$ cat config.mk
export PLATFORM = sky130hd
export DESIGN_NAME = spi_frame_seq
export DESIGN_NICKNAME = d
export VERILOG_FILES = /design/src/rtl/spi_frame_seq.sv
export SDC_FILE = /design/constraint.sdc
export NUM_CORES = 1
export LEC_CHECK = 0
export BUFFER_PORTS_ARGS = -buffer_cell sky130_fd_sc_hd__buf_2
export CORE_MARGIN = 1
export CORE_UTILIZATION = 40
export CTS_CLUSTER_SIZE = 24
export DETAILED_ROUTE_END_ITERATION = 10
export PLACE_DENSITY = 0.62
export SYNTH_ARGS = -nofsm -noshare
export SYNTH_HDL_FRONTEND = slang
export SYNTH_SLANG_ARGS = --single-unit
$ cat constraint.sdc
create_clock -name sys_clk_i -period 2 [get_ports sys_clk_i]
set_clock_uncertainty 0.15 [all_clocks]
set_input_delay 0.2 -clock sys_clk_i [delete_from_list [all_inputs] [get_ports sys_clk_i]]
set_output_delay 0.2 -clock sys_clk_i [all_outputs]
set_load 0.03 [all_outputs]
$ cat src/rtl/spi_frame_seq.sv
// Multi-byte frame sequencer in front of the byte-level spi_master: fetches TX bytes, issues one
// write per byte, returns RX bytes and owns CS timing. Optional abort timer: SPI_SEQ_TIMEOUT_EN.
module spi_frame_seq #(
  parameter int unsigned LEN_W    = 8,
  parameter int unsigned CS_SETUP = 4,
  parameter int unsigned BYTE_GAP = 2,
  parameter int unsigned CS_HOLD  = 4
`ifdef SPI_SEQ_TIMEOUT_EN
  ,
  parameter logic [23:0] TIMEOUT_CYC = 24'hFFFFFF
`endif
) (
  input  logic             sys_clk_i,
  input  logic             sys_rst_ni,
  input  logic             start_i,
  input  logic [LEN_W-1:0] len_i,
  output logic             busy_o,
  output logic             done_o,
  output logic             err_o,
  input  logic [7:0]       tx_data_i,
  input  logic             tx_valid_i,
  output logic             tx_ready_o,
  output logic [7:0]       rx_data_o,
  output logic             rx_valid_o,
  output logic             spi_cs_ctrl_o,
  output logic             spi_wr_req_o,
  input  logic             spi_wr_ack_i,
  output logic [7:0]       spi_data_tx_o,
  input  logic [7:0]       spi_data_rx_i
);

  // Gap and hold never go below 2 so spi_master has time to return to idle.
  localparam int unsigned SetupCyc = (CS_SETUP == 0) ? 1 : CS_SETUP;
  localparam int unsigned GapCyc   = (BYTE_GAP < 2) ? 2 : BYTE_GAP;
  localparam int unsigned HoldCyc  = (CS_HOLD < 2) ? 2 : CS_HOLD;
  localparam int unsigned MaxSg    = (SetupCyc > GapCyc) ? SetupCyc : GapCyc;
  localparam int unsigned CntMax   = (MaxSg > HoldCyc) ? MaxSg : HoldCyc;
  localparam int unsigned CntW     = $clog2(CntMax);

  localparam logic [CntW-1:0] SetupLast = CntW'(SetupCyc - 1);
  localparam logic [CntW-1:0] GapLast   = CntW'(GapCyc - 1);
  localparam logic [CntW-1:0] HoldLast  = CntW'(HoldCyc - 1);

  typedef enum logic [2:0] {
    StIdle,
    StSetup,
    StFetch,
    StReq,
    StWaitAck,
    StGap,
    StHold,
    StDone
  } state_e;

  state_e           state_q;
  logic [LEN_W-1:0] remaining_q;
  logic [CntW-1:0]  cnt_q;
  logic             cs_q;
  logic             busy_q;
  logic             done_q;
  logic             tx_ready_q;
  logic             rx_valid_q;
  logic             wr_req_q;
  logic [7:0]       rx_data_q;
  logic [7:0]       data_tx_q;
  logic             last_byte;

  assign last_byte = (remaining_q == LEN_W'(1));

`ifdef SPI_SEQ_TIMEOUT_EN
  logic [23:0] to_cnt_q;
  logic        err_q;
  assign err_o = err_q;
`else
  assign err_o = 1'b0;
`endif

  always_ff @(posedge sys_clk_i or negedge sys_rst_ni) begin
    if (!sys_rst_ni) begin
      state_q     <= StIdle;
      remaining_q <= '0;
      cnt_q       <= '0;
      cs_q        <= 1'b1;
      busy_q      <= 1'b0;
      done_q      <= 1'b0;
      tx_ready_q  <= 1'b0;
      rx_valid_q  <= 1'b0;
      wr_req_q    <= 1'b0;
      rx_data_q   <= 8'h00;
      data_tx_q   <= 8'h00;
`ifdef SPI_SEQ_TIMEOUT_EN
      to_cnt_q    <= '0;
      err_q       <= 1'b0;
`endif
    end else begin
      done_q     <= 1'b0;
      rx_valid_q <= 1'b0;
`ifdef SPI_SEQ_TIMEOUT_EN
      err_q      <= 1'b0;
`endif
      unique case (state_q)
        StIdle: begin
          if (start_i) begin
            busy_q <= 1'b1;
            cnt_q  <= '0;
            if (len_i != '0) begin
              remaining_q <= len_i;
              cs_q        <= 1'b0;
              state_q     <= StSetup;
            end else begin
              // Empty frame: report completion without ever selecting the slave.
              done_q  <= 1'b1;
              state_q <= StDone;
            end
          end
        end

        StSetup: begin
          if (cnt_q == SetupLast) begin
            cnt_q      <= '0;
            tx_ready_q <= 1'b1;
            state_q    <= StFetch;
          end else begin
            cnt_q <= cnt_q + 1'b1;
          end
        end

        StFetch: begin
          if (tx_valid_i) begin
            data_tx_q  <= tx_data_i;
            tx_ready_q <= 1'b0;
            wr_req_q   <= 1'b1;
            state_q    <= StReq;
          end
        end

        StReq: begin
          wr_req_q <= 1'b0;
          state_q  <= StWaitAck;
`ifdef SPI_SEQ_TIMEOUT_EN
          // Counts cycles elapsed since the request cycle.
          to_cnt_q <= 24'd1;
`endif
        end

        StWaitAck: begin
          if (spi_wr_ack_i) begin
            rx_data_q   <= spi_data_rx_i;
            rx_valid_q  <= 1'b1;
            remaining_q <= remaining_q - 1'b1;
            cnt_q       <= '0;
            state_q     <= last_byte ? StHold : StGap;
          end
`ifdef SPI_SEQ_TIMEOUT_EN
          else if (to_cnt_q >= TIMEOUT_CYC - 24'd1) begin
            remaining_q <= '0;
            cs_q        <= 1'b1;
            done_q      <= 1'b1;
            err_q       <= 1'b1;
            state_q     <= StDone;
          end else begin
            to_cnt_q <= to_cnt_q + 24'd1;
          end
`endif
        end

        StGap: begin
          if (cnt_q == GapLast) begin
            cnt_q      <= '0;
            tx_ready_q <= 1'b1;
            state_q    <= StFetch;
          end else begin
            cnt_q <= cnt_q + 1'b1;
          end
        end

        StHold: begin
          if (cnt_q == HoldLast) begin
            cnt_q   <= '0;
            cs_q    <= 1'b1;
            done_q  <= 1'b1;
            state_q <= StDone;
          end else begin
            cnt_q <= cnt_q + 1'b1;
          end
        end

        StDone: begin
          busy_q  <= 1'b0;
          state_q <= StIdle;
        end

        default: state_q <= StIdle;
      endcase
    end
  end

  assign busy_o        = busy_q;
  assign done_o        = done_q;
  assign tx_ready_o    = tx_ready_q;
  assign rx_data_o     = rx_data_q;
  assign rx_valid_o    = rx_valid_q;
  assign spi_cs_ctrl_o = cs_q;
  assign spi_wr_req_o  = wr_req_q;
  assign spi_data_tx_o = data_tx_q;

endmodule
======== After elaboration in Yosys (flattened, before gate mapping) ========
Index checks and enable logic that the tools add are counted.
Widths: inputs -> output; s select.
word-level totals
  bits in registers ....................... 35
  output and inout bits ................... 23
operators by class
  equality and inequality tests ........... 17
  $add $sub $neg .......................... 2
  mux-type cells .......................... 35
  reduce and logical (&&, ||, !) cells .... 18
operator list
  kind                 number
  $mux 8               3
  $pmux 3 s8           1
  $mux 3               7
  $pmux 8 s2           1
  $ne 2x2->1 const B   7
  $eq 3x3->1 const B   4
  $mux 1               12
  $reduce_and 4->1     3
  $mux 2               5
  $eq 8x1->1 const B   1
  $pmux 1 s2           4
  $pmux 2 s4           1
  $reduce_and 2->1     4
  $reduce_bool 2->1    4
  $reduce_bool 8->1    1
  $sub 8x1->8 const B  1
  $eq 3x2->1 const B   2
  $reduce_and 6->1     1
  $reduce_bool 4->1    1
  $eq 3x1->1 const B   1
  $logic_not 3->1      1
  $pmux 1 s3           1
  $reduce_and 3->1     1
  $reduce_bool 3->1    1
  4 further kinds      4

======== Depth between registers and ports, before layout ========
  depth after elaboration ................. 4
  depth in mapped cells ................... 7

======== Worst setup path before layout ========
OpenSTA, ideal clock, no wires.
  path kind ............................... reg2reg
  start ................................... reg state_q[1]
  end ..................................... reg remaining_q[2]
  arrival time ............................ 1.390 ns
  stages on the path, launching flop included .. 6
  path slack .............................. 0.337 ns
  library setup time ...................... 0.123 ns
  required time ........................... 1.727 ns
  period minus slack after synthesis ...... 1.663 ns
  buffers on the path ..................... 2
  cell sequence ........................... dfrtp_1 > buf_2 > nor4b_2 > o21ai_2 > buf_6 > o221a_2
between the ends
  cells in the longest elaborated chain, start to end .. 3
RTL lines
  item                                                              line  text
  from (decl)                                                       55    state_e state_q;
  from (signal assigned)                                            80    state_q <= StIdle;
  from (signal assigned)                                            109   state_q <= StSetup;
  from (signal assigned)                                            113   state_q <= StDone;
  $eq 3x3->1 or $logic_not 3->1 (tied branches)                     101   unique case (state_q)
  $ne 2x2->1 (no source line) or $reduce_bool 2->1 (tied branches)  --
  $reduce_and 4->1 (no source line)                                 --
  to (signal assigned)                                              107   remaining_q <= len_i;
  to (signal assigned)                                              150   remaining_q <= remaining_q - 1'b1;
  to (decl)                                                         56    logic [LEN_W-1:0] remaining_q;
Parallel ways exist; a longest one is shown, timed or not.
A chain may end at the register's enable or synchronous reset.

======== Worst setup path in the final report ========
  start ................................... reg remaining_q[0]
  end ..................................... reg remaining_q[6]
between the ends
  cells in the longest elaborated chain, start to end .. 3
RTL lines
  item         line  text
  $sub 8x1->8  150
  $mux 8       147   if (spi_wr_ack_i) begin
  $pmux 8 s2   101
Every way passes these cells. The select of a mux whose other input is x is not followed.

==> results.ini <==
[final_layout]
drive_above_1_share=0.346
fin_cells=315
layout_commonest_cell=buf_2
syn2layout_area_growth_pct=34.2
fin_area_um2=2440
nNetsFinal=296
final_cell_mix=50 x buf_2, 34 x dfrtp_1, 33 x nand2_1
antenna_cells=0

[clocking]
cts_setup_buffers=0
cts_tree=done
cts.path.max_buffers=2
insertion_delay_ns=0.29
path_clk_slew_ns=0.08
clock-sinks=35
numCtsBuffers=5
htreeDepth=2
cts-resized-gates=0
root_buffer=clkbuf_8
cts.hold.buffers_added=17

[global_routing]
antenna_found_initial=0
grt_pass1_wl_um=7260
grt_pass1_vias=1577
grtUsageTotal=0.189
grt_max_degree=36
overflow=0

[synthesis]
synth_warnings=0
yosys.area.top_type_share=0.468
synthArstFlopShare=1.00
ys_ff_latch=35
netlist_area_um2=1820
syn_inst=185
yosys.area.top_type=dfrtp_1
synth_mux_area_frac=0.0667
netlist_top_cells_area=dfrtp_1 47%, nand2_1 6.8%, mux2_2 5.6%
ys_seq_area_frac=0.482
synth_top_family_by_area=simple AND/OR/NAND/NOR gates
synth_xor_area_frac=0
synthAdderAreaFrac=0.0344
syn-num-nets=219
synth_cell_type_count=45
synth_edf_count=0
avgSynthCellArea_um2=9.83
synth-simple-area-share=0.196
synth_compound_area_frac=0.169
synth-main-ff-cell=dfrtp_1

[power_and_ir_drop]
p_int_w=0.00199
swShare=0.446
comb_power_share=0.503
max-vdd-ir-drop_v=0.000702
seqPwrFrac=0.351
pwr_density_cell_nw_per_um2=1470
switching_power_w=0.00160
clkPwrFrac=0.146
power.leakage_nw=1.17

[floorplan]
die-area_um2=4820
placementRows=24
core-area_um2=4350
start_util=0.418
die_height_um=69.4
io_pins=52
die_x_um=69.4

[place]
dp.cells=290
routabilityCongestion=0.837
post_dp_cell_area_um2=2180
dpl.hpwl_um=2920
port_buffers=50

[timing]
hold_violations=0
rsz0062_at_grt=false
holdWs_ns=0.0575
slew_headroom=0.617
fin_crit_ns=1.82
tns_ns=0
worst_pin_slew_ns=0.569
setup_violations=0
max_freq_mhz=551
fin_crit_sh=0.908
slew_viol_final=0

[setup_path]
critPathLaunchType=flip-flop
cpLargestDelayFamily=compound AO/OA/AOI/OAI gates
reg2reg_from=remaining_q[0]
worst-path-max-fanout=4
reg2reg_slack_ns=0.18
worst_setup_path_end_kind=flip-flop
cp.arrival_ns=1.87
critPathKind=reg2reg
cp_num_buf_inv=1
cpPeakStageDelay_ns=0.42
cp.required_ns=2.05
slowest_stage=dfrtp_1
cp_cell_sequence=inv_1 -> ha_1 -> nor3b_1 -> a31oi_1 -> a221oi_2
crit_start=remaining_q[0]

[routing]
via_count=1647
drtAntennaViolNets=0
post_drt_wl_per_cell_um=13.9
route.detailed.drc=0
wl_um=4370
vias_per_cell=5.23
dr.pass1.iters=4
first_iter_violations=131

[min_path]
worstHoldStart=len_i[2]
hold_path.class=in2reg

[job]
maxCapViolations=0

[status]
status=finished, final reports clean

==> registers in the layout (all words and copies together), names as in the netlist <==
register and flops:
state_q 3, cnt_q 2, spi_cs_ctrl_o 1, spi_data_tx_o 8, done_o 1, rx_data_o 8, spi_wr_req_o 1, busy_o 1
rx_valid_o 1, tx_ready_o 1, remaining_q 8
==> path summary, 6_finish.rpt <==
check	endpoint	cells past startpoint
worst max-delay path	remaining_q[6]	5
worst min-delay path	remaining_q[2]	2
worst max register to register	remaining_q[6]	5
worst min register to register	rx_data_o[1]	2
max in group asynchronous	spi_cs_ctrl_o	3
min in group asynchronous	remaining_q[3]	3
==> kinds of logic after synthesis <==
logic type / Yosys count
buffers and inverters: 20
other: 1
AOI/OAI and AO/OA: 44
muxes: 11
DFF: 35
adders and majority gates: 5
and+or+nand+nor: 69
==> through the flow <==
step	util	power (W)	setup WS (ns)
after floorplan	-	0.00250	0.337
after detailed placement	0.500	0.00304	0.150
after global routing	0.561	0.00384	0.0652
after global placement	0.500	0.00303	0.180
after CTS	0.561	0.00361	0.209
final	0.561	0.00360	0.184
==> synth_stat cells (all sizes together), types with 2 or more instances <==
cell / count
a211oi: 2
a21oi: 10
a221oi: 2
a31oi: 4
and3: 2
buf: 6
clkbuf: 4
dfrtp: 34
ha: 5
inv: 10
mux2: 9
mux2i: 2
nand2: 33
nor2: 13
nor3: 2
nor3b: 5
nor4b: 2
nor4bb: 2
o211ai: 2
o21ai: 12
o221a: 3
o221ai: 2
or3: 2
or4: 2
==> per-layer routing <==
metal,GRT usage,up-vias,part of all wire
li1,-,813,-
met1,0.250,784,0.46
met2,0.311,44,0.48
met3,0.0407,6,0.043
met4,0.0567,0,0.015
met5,0,-,0
==> power groups by stage <==
| stage | clock network, W | logic (W) | registers, W |
|---|---|---|---|
| 2_1_floorplan | 0 | 0.000886 | 0.00162 |
| 3_3_place_gp | 0 | 0.00176 | 0.00126 |
| 3_5_place_dp | 0 | 0.00178 | 0.00126 |
| 4_1_cts | 0.000547 | 0.00180 | 0.00126 |
| 5_1_grt | 0.000567 | 0.00196 | 0.00131 |
| 6_report | 0.000525 | 0.00181 | 0.00126 |
==> layout make-up <==
| type | count | area (um2) |
|---|---|---|
| Inverter | 10 | 37.5 |
| Fill cell | 368 | 1910 |
| Timing Repair Buffer | 80 | 518 |
| Tap cell | 52 | 65.1 |
| Multi-Input combinational cell | 130 | 851 |
| Clock buffer | 5 | 68.8 |
| Clock inverter | 3 | 23.8 |
| Sequential cell | 35 | 877 |
No activity file was read; power rests on OpenSTA's default activity.
